File: src/rtl/hazard_ctrl.sv
`default_nettype none
// ============================================================================
// Module   : hazard_ctrl
// Purpose  : Interlock and forwarding controller for the 5-stage pipeline
//            (IF, DE, EXE, MEM, WB). Tracks destination registers of the
//            instructions in EXE/MEM/WB in a shadow scoreboard, and from it
//            derives the decode stall, the EXE bubble and per-operand
//            forwarding selects. Counts hazard stall cycles.
// Ports    : clk, resetn (sync, active-low)
//            de_*_i       decode-stage instruction description
//            mem_stall_i  whole-pipeline freeze from data RAM
//            stall_o      hold PC and IF/DE registers
//            bubble_o     force DE->EXE registers to a NOP
//            fwd_rs_sel_o / fwd_rt_sel_o  0 regfile, 1 EXE, 2 MEM, 3 WB
//            stall_cnt_o  hazard stall cycle counter (wraps)
// Revision : 1.0  initial release
// ============================================================================
module hazard_ctrl #(
    parameter int RA_W  = 5,
    parameter int CNT_W = 32
) (
    input  logic             clk,
    input  logic             resetn,
    input  logic             de_valid_i,
    input  logic [RA_W-1:0]  de_rs_i,
    input  logic [RA_W-1:0]  de_rt_i,
    input  logic             de_use_rs_i,
    input  logic             de_use_rt_i,
    input  logic             de_wen_i,
    input  logic [RA_W-1:0]  de_dest_i,
    input  logic             de_is_load_i,
    input  logic             de_is_br_i,
    input  logic             mem_stall_i,
    output logic             stall_o,
    output logic             bubble_o,
    output logic [1:0]       fwd_rs_sel_o,
    output logic [1:0]       fwd_rt_sel_o,
    output logic [CNT_W-1:0] stall_cnt_o
);

    typedef struct packed {
        logic            v;
        logic            wen;
        logic [RA_W-1:0] dest;
        logic            ld;
    } sb_t;

    localparam sb_t        c_SB_EMPTY = '0;
    localparam logic [1:0] c_SEL_RF   = 2'd0;
    localparam logic [1:0] c_SEL_EXE  = 2'd1;
    localparam logic [1:0] c_SEL_MEM  = 2'd2;
    localparam logic [1:0] c_SEL_WB   = 2'd3;

    sb_t              ex_q,  ex_d;
    sb_t              mem_q, mem_d;
    sb_t              wb_q,  wb_d;
    logic [CNT_W-1:0] stall_cnt_q, stall_cnt_d;

    // $0 is hardwired to zero, so it never produces a dependency.
    function automatic logic f_match(input sb_t e, input logic used,
                                     input logic [RA_W-1:0] src);
        return used & e.v & e.wen & (e.dest == src) & (src != '0);
    endfunction

    logic w_ex_rs, w_ex_rt, w_mem_rs, w_mem_rt, w_wb_rs, w_wb_rt;
    logic w_load_use, w_branch, w_hazard;

    always_comb begin
        w_ex_rs  = f_match(ex_q,  de_use_rs_i, de_rs_i);
        w_ex_rt  = f_match(ex_q,  de_use_rt_i, de_rt_i);
        w_mem_rs = f_match(mem_q, de_use_rs_i, de_rs_i);
        w_mem_rt = f_match(mem_q, de_use_rt_i, de_rt_i);
        w_wb_rs  = f_match(wb_q,  de_use_rs_i, de_rs_i);
        w_wb_rt  = f_match(wb_q,  de_use_rt_i, de_rt_i);

        w_load_use = ex_q.ld & (w_ex_rs | w_ex_rt);
        // Branches resolve in DE, so an ALU result still in EXE is too late,
        // and load data in MEM is not ready until the end of MEM.
        w_branch   = de_is_br_i & ((w_ex_rs | w_ex_rt) |
                                   (mem_q.ld & (w_mem_rs | w_mem_rt)));
        w_hazard   = de_valid_i & (w_load_use | w_branch);
    end

    assign stall_o  = w_hazard | mem_stall_i;
    assign bubble_o = w_hazard & ~mem_stall_i;

    // First match wins; the load-in-EXE and load-in-MEM-for-branch cases
    // resolve to the regfile but are always covered by a hazard stall.
    always_comb begin
        fwd_rs_sel_o = c_SEL_RF;
        if (w_ex_rs)
            fwd_rs_sel_o = ex_q.ld ? c_SEL_RF : c_SEL_EXE;
        else if (w_mem_rs)
            fwd_rs_sel_o = (mem_q.ld & de_is_br_i) ? c_SEL_RF : c_SEL_MEM;
        else if (w_wb_rs)
            fwd_rs_sel_o = c_SEL_WB;

        fwd_rt_sel_o = c_SEL_RF;
        if (w_ex_rt)
            fwd_rt_sel_o = ex_q.ld ? c_SEL_RF : c_SEL_EXE;
        else if (w_mem_rt)
            fwd_rt_sel_o = (mem_q.ld & de_is_br_i) ? c_SEL_RF : c_SEL_MEM;
        else if (w_wb_rt)
            fwd_rt_sel_o = c_SEL_WB;
    end

    always_comb begin
        ex_d        = ex_q;
        mem_d       = mem_q;
        wb_d        = wb_q;
        stall_cnt_d = stall_cnt_q;
        if (!mem_stall_i) begin
            wb_d  = mem_q;
            mem_d = ex_q;
            if (w_hazard) begin
                ex_d        = c_SB_EMPTY;
                stall_cnt_d = stall_cnt_q + {{(CNT_W-1){1'b0}}, 1'b1};
            end else begin
                ex_d.v    = de_valid_i;
                ex_d.wen  = de_wen_i;
                ex_d.dest = de_dest_i;
                ex_d.ld   = de_is_load_i;
            end
        end
    end

    always_ff @(posedge clk) begin
        if (!resetn) begin
            ex_q        <= c_SB_EMPTY;
            mem_q       <= c_SB_EMPTY;
            wb_q        <= c_SB_EMPTY;
            stall_cnt_q <= '0;
        end else begin
            ex_q        <= ex_d;
            mem_q       <= mem_d;
            wb_q        <= wb_d;
            stall_cnt_q <= stall_cnt_d;
        end
    end

    assign stall_cnt_o = stall_cnt_q;

endmodule
`default_nettype wire

File: config.mk
export PLATFORM = sky130hd
export DESIGN_NAME = hazard_ctrl
export DESIGN_NICKNAME = d
export VERILOG_FILES = /design/src/rtl/hazard_ctrl.sv
export SDC_FILE = /design/constraint.sdc
export NUM_CORES = 1
export LEC_CHECK = 0
export CORE_ASPECT_RATIO = 1.5
export CORE_UTILIZATION = 51
export CTS_CLUSTER_DIAMETER = 40
export DETAILED_ROUTE_END_ITERATION = 12
export PLACE_DENSITY = 0.88
export REMOVE_ABC_BUFFERS = 1
export SYNTH_ARGS = -nofsm -noshare
export SYNTH_HDL_FRONTEND = slang
export SYNTH_SLANG_ARGS = --single-unit
File: constraint.sdc
create_clock -name clk -period 2.5 [get_ports clk]
set_input_delay 0.25 -clock clk [delete_from_list [all_inputs] [get_ports clk]]
set_output_delay 0.25 -clock clk [all_outputs]
set_load 0.02 [all_outputs]
Word-level counts from Yosys, hierarchy flattened
Cells that the tools add are included.

Multiplexer cells: 9. Bitwise operators: 36. Equality and inequality tests: 6. Add/sub/neg operators: 1. Reduce and logical (&&, ||, !) cells: 3.

Operators with widths (count): $add 32x1->32 const B (1); $and 1x1->1 (30); $eq 5x5->1 (6); $mux 2 (7); $reduce_bool 5->1 (2); $mux 8 (1); $or 1x1->1 (5); $reduce_and 2->1 (1); $mux 1 (1); $not 1->1 (1).

Bits in registers: 55. Logic and storage cells: 67. Output and inout port bits: 38. Input port bits: 24.

Depth between registers and ports, before layout
Gate-level depths: netlist (run 1).

Word-level depth: 11. Mapped depth: 8. Gate-level depth less buffers: 7.

Worst setup path after synthesis (run 1)
No wires, ideal clock.

Kind: register -> register. From: register stall_cnt_q[7], in the netlist stall_cnt_o[7]. To: register stall_cnt_q[31], in the netlist stall_cnt_o[31]. Buffers on the path: 0. Arrival: 2077 ps. Clock period less this slack: 2205 ps. Cell stages (with the launch flop): 8. Slack: 295 ps. Cells stage by stage: dfxtp_1 > nand4_2 > nor4_4 > nand4_1 > or2_2 > a2111oi_2 > xnor2_1 > nor2_1.

Cells in the longest elaborated chain, start to end: 1.

Ends and longest elaborated chain: from (decl) (line 57) `logic [CNT_W-1:0] stall_cnt_q, stall_cnt_d;`; from (signal assigned) (line 137) `stall_cnt_q <= stall_cnt_d;`; $add 32x1->32 (line 117) `stall_cnt_d = stall_cnt_q + {{(CNT_W-1){1'b0}}, 1'b1};`.

Every way passes these cells. A chain may end at the register's enable or synchronous reset.

Worst setup path in the final report (run 1)
From: input de_rs_i[1]. To: output stall_o.

Cells in the longest elaborated chain, start to end: 10.

Ends and longest elaborated chain: from (decl) (line 25) `input logic [RA_W-1:0] de_rs_i,`; $eq 5x5->1 (line 62) `return used & e.v & e.wen & (e.dest == src) & (src != '0);`; $and 1x1->1 (2 in series) (line 62); $or 1x1->1 (line 80) `(mem_q.ld & (w_mem_rs | w_mem_rt)));`; $and 1x1->1 (line 80); $or 1x1->1 (line 79) `w_branch = de_is_br_i & ((w_ex_rs | w_ex_rt) |`; $and 1x1->1 (line 79); $or 1x1->1 * (line 81) `w_hazard = de_valid_i & (w_load_use | w_branch);`; $and 1x1->1 * (line 81); $or 1x1->1 * (line 84) `assign stall_o = w_hazard | mem_stall_i;`; to (decl) (line 34) `output logic stall_o,`.

Every way passes the cells marked *; elsewhere a longest branch is shown, timed or not.

==> impl_metrics.py, run 1 <==
metrics = {
    "final_layout": {
        "drive_gt1_frac": 0.198,
        "n_fill_cell": 383,
        "final_cell_area_sq_mm": 0.00414,
        "final-instance-count-excl-fill": 489,
        "antenna_cells": 0,
        "final_common_cell": "dfxtp_1",
        "regArea_sq_mm": 0.00110,
        "final_cell_mix": "55 x dfxtp_1, 48 x clkdlybuf4s50_1, 40 x xnor2_1",
        "area_growth_pct": 38.7,
        "fin_nets": 443,
        "multi_input_area_sq_mm": 0.00190,
        "final_core_util": 0.743,
    },
    "worst_setup_path": {
        "crit_family": "simple AND/OR/NAND/NOR gates",
        "endpoint_kind": "output pin",
        "critPathLaunchType": "input pin",
        "worst-path-buf-inv": 2,
        "path_cells": "clkdlybuf4s50_1 -> or4_4 -> o21ai_4 -> nor3_4 -> o21ba_2 -> o21ai_2 -> nand2b_1 -> buf_6",
        "worst-path-max-fanout": 4,
        "slowest_stage": "or4_4",
        "cp.required_ps": 2250,
        "arrival_ps": 2240,
        "critical_path_class": "in -> out",
        "cp_slowest_stage_delay_ps": 550,
    },
    "drt": {
        "wire_per_inst_um": 17.0,
        "viasPerCell": 5.82,
        "wl_um": 8310,
        "drtIter0Drc": 126,
        "vias": 2844,
        "drc": 0,
        "ant_nets": 0,
        "firstDrtPassIters": 5,
    },
    "sta": {
        "drv_slew": 0,
        "min_period_ps": 2490,
        "worstMarginPinSlew_ps": 712,
        "fin_skew_ps": 8.04,
        "relSlewSlack": 0.524,
        "holdWs_ps": 497,
        "hold_viol": 0,
        "period_share": 0.994,
        "setup_viol": 0,
        "clock.fmax_ghz": 0.402,
    },
    "grt": {
        "grt_pass1_wl_um": 13100,
        "grt-ovfl-total": 0,
        "globalRouteTotalUtil": 0.276,
        "grt_pass1_vias": 2809,
        "antenna_found_initial": 0,
        "grt_start_max_net_pins": 28,
    },
    "place": {
        "dpl_cell_area_sq_mm": 0.00391,
        "gp_congestion": 0.958,
        "dp_hpwl_um": 5900,
        "port_buffers": 61,
        "dp.cells": 480,
    },
    "clock_tree": {
        "cts_tree": "yes",
        "clock-sinks": 55,
        "cts_buffer_depth": 2,
        "htreeDepth": 2,
        "postCtsHoldBufs": 0,
        "insertion_delay_ps": 310,
        "root_buffer": "clkbuf_8",
        "clk_pin_slew_ps": 100,
        "numCtsBuffers": 5,
    },
    "synthesis": {
        "synth_ff_type": "dfxtp_1",
        "yosys.area_share.simple": 0.222,
        "synth_mux_area_frac": 0.0637,
        "syn_inst": 323,
        "synth_top_area_share": 0.369,
        "synth_edf_count": 0,
        "yosys_warnings": 0,
        "syn-cell-area_sq_mm": 0.00299,
        "ys_ff_latch": 55,
        "avgSynthCellArea_sq_um": 9.25,
        "synth_fa_ha_area_frac": 0.00419,
        "synth_xor_area_frac": 0.144,
        "synth-async-reset-ratio": 0,
        "synth_compound_area_frac": 0.170,
        "synth_area_leaders": "dfxtp_1 37%, xnor2_1 12%, mux2i_1 6.4%, nor2_1 4.9%, nand3_1 3.2%",
        "ys_seq_area_frac": 0.369,
        "synth_top_family_by_area": "simple AND/OR/NAND/NOR gates",
        "yosysTopAreaCell": "dfxtp_1",
        "synth_cell_type_count": 50,
    },
    "hold_path": {
        "hold_path.class": "reg -> reg",
    },
    "floorplanning": {
        "core-area_sq_mm": 0.00557,
        "fp.dieW_um": 64.5,
        "io_pins": 62,
        "dieHeight_um": 95.7,
        "start_util": 0.536,
        "dieArea_sq_mm": 0.00618,
        "rows": 33,
    },
    "pwr": {
        "peakVddDrop_uv": 280,
        "total_power_mw": 1.59,
        "p_per_area_mw_per_mm2": 383,
        "p_leak_nw": 1.49,
    },
    "run_status": {
        "status": "complete, no violations",
    },
    "run": {
        "drv_cap": 0,
    },
}
==> cell usage after synthesis (2+ instances only) <==
| cell | n |
|---|---|
| o21ai_2 | 3 |
| o2111ai_1 | 2 |
| a22o_1 | 7 |
| nand4_1 | 9 |
| nor2b_1 | 2 |
| dfxtp_1 | 55 |
| or3_1 | 4 |
| a2111oi_2 | 3 |
| nand2b_1 | 3 |
| clkbuf_1 | 6 |
| xnor2_1 | 42 |
| a21oi_1 | 17 |
| o31ai_1 | 5 |
| nand2_1 | 20 |
| nor3_2 | 3 |
| inv_1 | 7 |
| nor2_1 | 39 |
| mux2i_1 | 19 |
| nand3_1 | 19 |
| xor2_1 | 7 |
| or4_1 | 7 |
| a2111oi_1 | 6 |
| a211oi_1 | 3 |
| and3_1 | 4 |
| o21ai_0 | 4 |
| buf_1 | 3 |
==> stage by stage <==
stage                     setup TNS (ps)  setup WS [ps]
after floorplan                        0            265
after global placement             -7140           -466
after detailed placement          -10770           -519
after CTS                              0           8.08
after global routing                -117          -61.0
final                                  0           14.9
==> path summary, 6_finish.rpt <==
path	from	end	slack [ps]	cells past startpoint
worst max-delay path	de_rs_i[1]	stall_o	10	8
worst min-delay path	stall_cnt_o[27]	stall_cnt_o[27]	500	2
worst max register to register	stall_cnt_o[9]	stall_cnt_o[31]	110	7
worst min register to register	stall_cnt_o[27]	stall_cnt_o[27]	500	2
==> state kept, by name (all words and copies together) (netlist names) <==
signal	flops
stall_cnt_o	32
ex_q	8
mem_q	8
wb_q	7
==> worst register-to-register path, cell delays in order, from the launching register on <==
cell and delay (ps):
dfxtp_1 420, nand4_2 200, nor4_4 420, nand4_1 240
or2_2 400, a2111oi_2 370, xnor2_1 170, nor2_1 50
==> per-layer routing <==
metal / share of wire / global-route usage / vias to the layer above
li1: - / - / 1355
met1: 0.38 / 0.287 / 1354
met2: 0.54 / 0.528 / 101
met3: 0.038 / 0.0415 / 34
met4: 0.042 / 0.141 / 0
met5: 0 / 0 / -
==> cell type report <==
type,count,share of cell area
clock inverter,2,0.00302
tap,70,0.0211
sequential,55,0.266
inverter,7,0.00634
multi-input combinational,249,0.458
timing repair buffer,100,0.228
clock buffer,6,0.0175
==> what timing repair did <==
| action | in CTS | in global routing |
|---|---|---|
| cloned | 0 | 1 |
| gates resized for setup | 23 | 31 |
| buffers inserted | 0 | 0 |
| pin swaps | 6 | 7 |
| setup endpoints to repair | 8 | 29 |
==> cells by family after synthesis <==
group	count (synthesis)
AND/OR/NAND/NOR	122
AO/OA/AOI/OAI	58
flip-flops	55
XOR/XNOR	49
buffers and inverters	19
multiplexers	19
adder cells (fa/ha/maj)	1
==> power by group <==
| group | total (mW) | switching, mW | leakage [nW] | internal (mW) |
|---|---|---|---|---|
| clock | 0.489 | 0.293 | 0.0412 | 0.197 |
| combinational | 0.188 | 0.0873 | 1.01 | 0.101 |
| sequential | 0.909 | 0.0194 | 0.445 | 0.889 |
Power figures use the tool's default switching activity.
==> run 2, diff against run 1 <==
--- a/config.mk
+++ b/config.mk
@@ -11,6 +11,7 @@
 export DETAILED_ROUTE_END_ITERATION = 12
 export PLACE_DENSITY = 0.88
 export REMOVE_ABC_BUFFERS = 1
+export SKIP_LAST_GASP = 1
 export SYNTH_ARGS = -nofsm -noshare
 export SYNTH_HDL_FRONTEND = slang
 export SYNTH_SLANG_ARGS = --single-unit
==> impl_metrics.py, run 2 (synthesis results as in run 1) <==
metrics = {
    "run_status": {
        "status": "complete, no violations",
    },
    "drt": {
        "drtIter0Drc": 95,
        "wl_um": 8340,
        "drc": 0,
        "ant_nets": 0,
        "vias": 2832,
        "viasPerCell": 5.79,
        "wire_per_inst_um": 17.1,
        "firstDrtPassIters": 4,
    },
    "grt": {
        "grt_pass1_wl_um": 13100,
        "grt_start_max_net_pins": 28,
        "grt-ovfl-total": 0,
        "grt_pass1_vias": 2809,
        "globalRouteTotalUtil": 0.276,
        "antenna_found_initial": 0,
    },
    "worst_setup_path": {
        "crit_family": "simple AND/OR/NAND/NOR gates",
        "critical_path_class": "in -> out",
        "arrival_ps": 2250,
        "worst-path-max-fanout": 4,
        "rrSetupSlack_ps": 120,
        "critPathLaunchType": "input pin",
        "cp.required_ps": 2250,
        "path_cells": "clkdlybuf4s50_1 -> or4_4 -> o21ai_4 -> nor3_4 -> o21ba_4 -> o21ai_2 -> nand2b_1 -> buf_6",
        "endpoint_kind": "output pin",
        "slowest_stage": "or4_4",
        "worst-path-buf-inv": 2,
        "cp_slowest_stage_delay_ps": 530,
    },
    "floorplanning": {
        "fp.dieW_um": 64.5,
        "dieHeight_um": 95.7,
        "dieArea_sq_mm": 0.00618,
        "core-area_sq_mm": 0.00557,
        "io_pins": 62,
        "start_util": 0.536,
        "rows": 33,
    },
    "pwr": {
        "p_per_area_mw_per_mm2": 383,
        "p_leak_nw": 1.47,
        "peakVddDrop_uv": 279,
    },
    "place": {
        "dp_hpwl_um": 5900,
        "gp_congestion": 0.958,
        "dpl_cell_area_sq_mm": 0.00391,
        "dp.cells": 480,
        "port_buffers": 61,
    },
    "sta": {
        "relSlewSlack": 0.524,
        "rsz0062_at_grt": "true",
        "clock.fmax_ghz": 0.400,
        "holdWs_ps": 496,
        "fin_skew_ps": 8.80,
        "period_share": 0.999,
        "min_period_ps": 2500,
        "finalSetupTns_ps": 0,
        "hold_viol": 0,
        "worstMarginPinSlew_ps": 712,
        "setup_viol": 0,
        "drv_slew": 0,
    },
    "clock_tree": {
        "htreeDepth": 2,
        "clock-sinks": 55,
        "cts_buffer_depth": 2,
        "postCtsHoldBufs": 0,
        "clk_pin_slew_ps": 100,
        "root_buffer": "clkbuf_8",
        "numCtsBuffers": 5,
        "insertion_delay_ps": 310,
        "cts_tree": "yes",
    },
    "final_layout": {
        "antenna_cells": 0,
        "n_fill_cell": 383,
        "drive_gt1_frac": 0.193,
        "final-instance-count-excl-fill": 489,
        "final_common_cell": "dfxtp_1",
        "area_growth_pct": 38.4,
        "final_cell_area_sq_mm": 0.00414,
        "final_cell_mix": "55 x dfxtp_1, 50 x clkdlybuf4s50_1, 41 x xnor2_1",
        "largest_register_ffs": 32,
        "fin_nets": 443,
    },
    "run": {
        "drv_cap": 0,
    },
    "hold_path": {
        "hold_path.class": "reg -> reg",
    },
}
-- run 2: cell types whose count changed in the layout (fill, tap and decap cells not counted), moves of 2 or more --
| cell | delta |
|---|---|
| buf_4 | +2 |
| buf_6 | -2 |
| clkdlybuf4s50_1 | +2 |
| dlymetal6s2s_1 | -2 |
-- run 2: worst paths after layout --
path	start	endpoint	depth (start not counted)
setup / recovery	de_rs_i[2]	stall_o	8
hold / removal	stall_cnt_o[27]	stall_cnt_o[27]	2
setup reg to reg	stall_cnt_o[9]	stall_cnt_o[31]	7
hold reg to reg	stall_cnt_o[27]	stall_cnt_o[27]	2
-- run 2: through the flow --
step	setup slack (ps)	power [mW]	utilization
global placement	-466	1.10	0.702
CTS	-135	1.59	0.718
finish	2.19	1.59	0.742
floorplan	265	1.00	-
global route	-61.0	1.65	0.742
detailed placement	-519	1.11	0.702
-- run 2: repair_timing --
action	in CTS	in global routing
gates resized for setup	20	28
pin swaps	6	10
setup buffers	0	0
setup endpoints to repair	8	29
cloned	0	1
-- run 2: layout make-up --
cell class                 count  area (sq um)  area share
multi-input combinational    249          1900       0.459
sequential                    55          1100       0.266
timing repair buffer         100           937       0.227
tap                           70          87.6      0.0212
clock buffer                   6          72.6      0.0175
inverter                       7          26.3     0.00635
clock inverter                 2          12.5     0.00303
-- run 2: power breakdown --
group	leakage (nW)	internal, mW	switching (mW)
Sequential	0.445	0.889	0.0193
Clock	0.0412	0.197	0.293
Combinational	0.982	0.0998	0.0873
Total	1.47	1.19	0.400
-- run 2: worst min-delay path: stages, from the launching register on --
cell and delay, ps:
dfxtp_1 340, nand2_1 60, mux2i_1 60
-- run 2: layer usage --
metal,routed length [um],GRT usage,vias up
met1,3160,0.287,1354
met3,329,0.0415,35
li1,-,-,1356
met2,4480,0.528,87
met5,0,0,-
met4,370,0.141,0
==> run 3, diff against run 2 <==
--- a/config.mk
+++ b/config.mk
@@ -7,9 +7,8 @@
 export LEC_CHECK = 0
 export CORE_ASPECT_RATIO = 1.5
 export CORE_UTILIZATION = 51
-export CTS_CLUSTER_DIAMETER = 40
 export DETAILED_ROUTE_END_ITERATION = 12
-export PLACE_DENSITY = 0.88
+export PLACE_DENSITY = 0.85
 export REMOVE_ABC_BUFFERS = 1
 export SKIP_LAST_GASP = 1
 export SYNTH_ARGS = -nofsm -noshare
==> constraint.sdc (replaced) <==
create_clock -name clk -period 2.5 [get_ports clk]
set_input_delay 0.75 -clock clk [delete_from_list [all_inputs] [get_ports clk]]
set_output_delay 0.75 -clock clk [all_outputs]
set_load 0.02 [all_outputs]
==> impl_metrics.py, run 3 (synthesis results as in run 1) <==
metrics = {
    "final_layout": {
        "n_fill_cell": 243,
        "drive_gt1_frac": 0.374,
        "area_growth_pct": 63.9,
        "antenna_cells": 0,
        "largest_register_ffs": 32,
        "final_cell_mix": "67 x buf_4, 55 x dfxtp_1, 44 x clkdlybuf4s50_1",
        "final_common_cell": "buf_4",
        "fin_nets": 487,
    },
    "hold_path": {
        "hp-start": "stall_cnt_o[14]",
        "hold_path.class": "reg -> reg",
        "min_to": "stall_cnt_o[14]",
        "hold_depth": 2,
    },
    "clock_tree": {
        "clock-sinks": 55,
        "root_buffer": "clkbuf_8",
        "numCtsBuffers": 5,
        "insertion_delay_ps": 320,
        "clk_pin_slew_ps": 90,
        "postCtsHoldBufs": 0,
        "htreeDepth": 2,
        "cts_tree": "yes",
        "cts_buffer_depth": 2,
    },
    "run_status": {
        "violations": "setup timing",
        "status": "complete, but fails checks",
    },
    "floorplanning": {
        "io_pins": 62,
        "dieHeight_um": 95.7,
        "fp.dieW_um": 64.5,
        "rows": 33,
        "core-area_sq_mm": 0.00557,
        "dieArea_sq_mm": 0.00618,
        "start_util": 0.536,
    },
    "sta": {
        "drv_slew": 0,
        "min_period_ps": 3180,
        "worstMarginPinSlew_ps": 1280,
        "clock.fmax_ghz": 0.315,
        "worst_slack_ps": -679,
        "relSlewSlack": 0.144,
        "fin_skew_ps": 15.1,
        "setup_viol": 42,
        "rsz0062_at_grt": "true",
        "holdWs_ps": 546,
        "hold_viol": 0,
        "period_share": 1.27,
    },
    "drt": {
        "vias": 3428,
        "firstDrtPassIters": 5,
        "ant_nets": 0,
        "viasPerCell": 6.43,
        "wl_um": 12300,
        "drc": 0,
        "drtIter0Drc": 227,
        "wire_per_inst_um": 23.1,
    },
    "worst_setup_path": {
        "rrSetupSlack_ps": -150,
        "arrival_ps": 2430,
        "critical_path_class": "in -> out",
        "ff2ff_path_depth": 12,
        "critPathLaunchType": "input pin",
        "timing.rr.start": "mem_q[5]",
        "worst-path-max-fanout": 3,
        "cp.required_ps": 1750,
        "endpoint_kind": "output pin",
        "regToRegEndpoint": "stall_cnt_o[29]",
    },
    "pwr": {
        "p_leak_nw": 1.76,
        "p_per_area_mw_per_mm2": 349,
        "total_power_mw": 1.71,
        "peakVddDrop_uv": 333,
    },
    "grt": {
        "globalRouteTotalUtil": 0.332,
        "grt-ovfl-total": 0,
        "grt_pass1_wl_um": 15500,
        "grt_pass1_vias": 3128,
        "grt_start_max_net_pins": 47,
        "antenna_found_initial": 0,
    },
    "place": {
        "port_buffers": 61,
        "dp_hpwl_um": 5730,
        "gp_congestion": 0.890,
    },
    "run": {
        "drv_cap": 0,
    },
}
run 3: cell count changes in the layout (fill, tap and decap cells not counted), sizes merged:
cell           change
clkinv             -1
o2111ai            +1
clkbuf             -2
buf               +56
dlymetal6s2s       -4
clkdlybuf4s50      -6
run 3: layout make-up:
cell class                 instances  area [sq um]  share of cell area
clock buffer                       7          96.3              0.0197
clock inverter                     1          7.51             0.00153
inverter                           7          26.3             0.00537
multi-input combinational        250          2260               0.462
sequential                        55          1100               0.225
tap                               70          87.6              0.0179
timing repair buffer             143          1320               0.269
run 3: metrics by stage:
stage / area [sq um] / utilization / setup slack, ps / instances / setup TNS, ps
6_report: 4900 / 0.879 / -679 / 533 / -10010
2_1_floorplan: 2930 / - / -695 / 311 / -5700
3_3_place_gp: 4030 / 0.723 / -1460 / 494 / -35630
5_1_grt: 4900 / 0.879 / -716 / 533 / -12210
3_5_place_dp: 4030 / 0.723 / -1460 / 494 / -38050
4_1_cts: 4540 / 0.814 / -711 / 510 / -5060
run 3: repair_timing:
item / in CTS / in global routing
setup endpoints to repair: 46 / 44
gates cloned: 2 / 1
endpoints found under the hold margin: 0 / 0
pin swaps: 42 / 46
resized for setup: 127 / 47
setup buffers: 7 / 26
run 3: worst max path at each step:
stage,startpoint,cells past startpoint,slack [ps],end
after floorplan,de_rt_i[0],5,-690,fwd_rt_sel_o[0]
after global placement,de_rt_i[0],7,-1460,fwd_rt_sel_o[1]
after detailed placement,de_rt_i[0],7,-1460,fwd_rt_sel_o[0]
after CTS,de_rt_i[3],7,-710,fwd_rt_sel_o[0]
after global routing,de_rt_i[3],9,-720,stall_o
final,de_rt_i[3],9,-680,stall_o
run 3: report_power, final:
| part | internal, mW | switching, mW | total, mW |
|---|---|---|---|
| Combinational | 0.123 | 0.116 | 0.238 |
| Clock | 0.253 | 0.308 | 0.561 |
| Sequential | 0.889 | 0.0207 | 0.910 |
| Total | 1.26 | 0.444 | 1.71 |
run 3: per-layer routing:
layer	GRT usage	vias to the layer above	part of all wire
li1	-	1453	-
met1	0.357	1642	0.35
met2	0.623	248	0.51
met3	0.0379	85	0.069
met4	0.183	0	0.069
met5	0	-	0
run 3: worst max-delay path, cell delays in order:
cell and delay [ps]:
buf_6 100, or4_4 540, o21ai_4 150, buf_4 160, nor3_4 50, o22a_2 230, o21ai_4 200, nand2b_1 110
buf_6 140
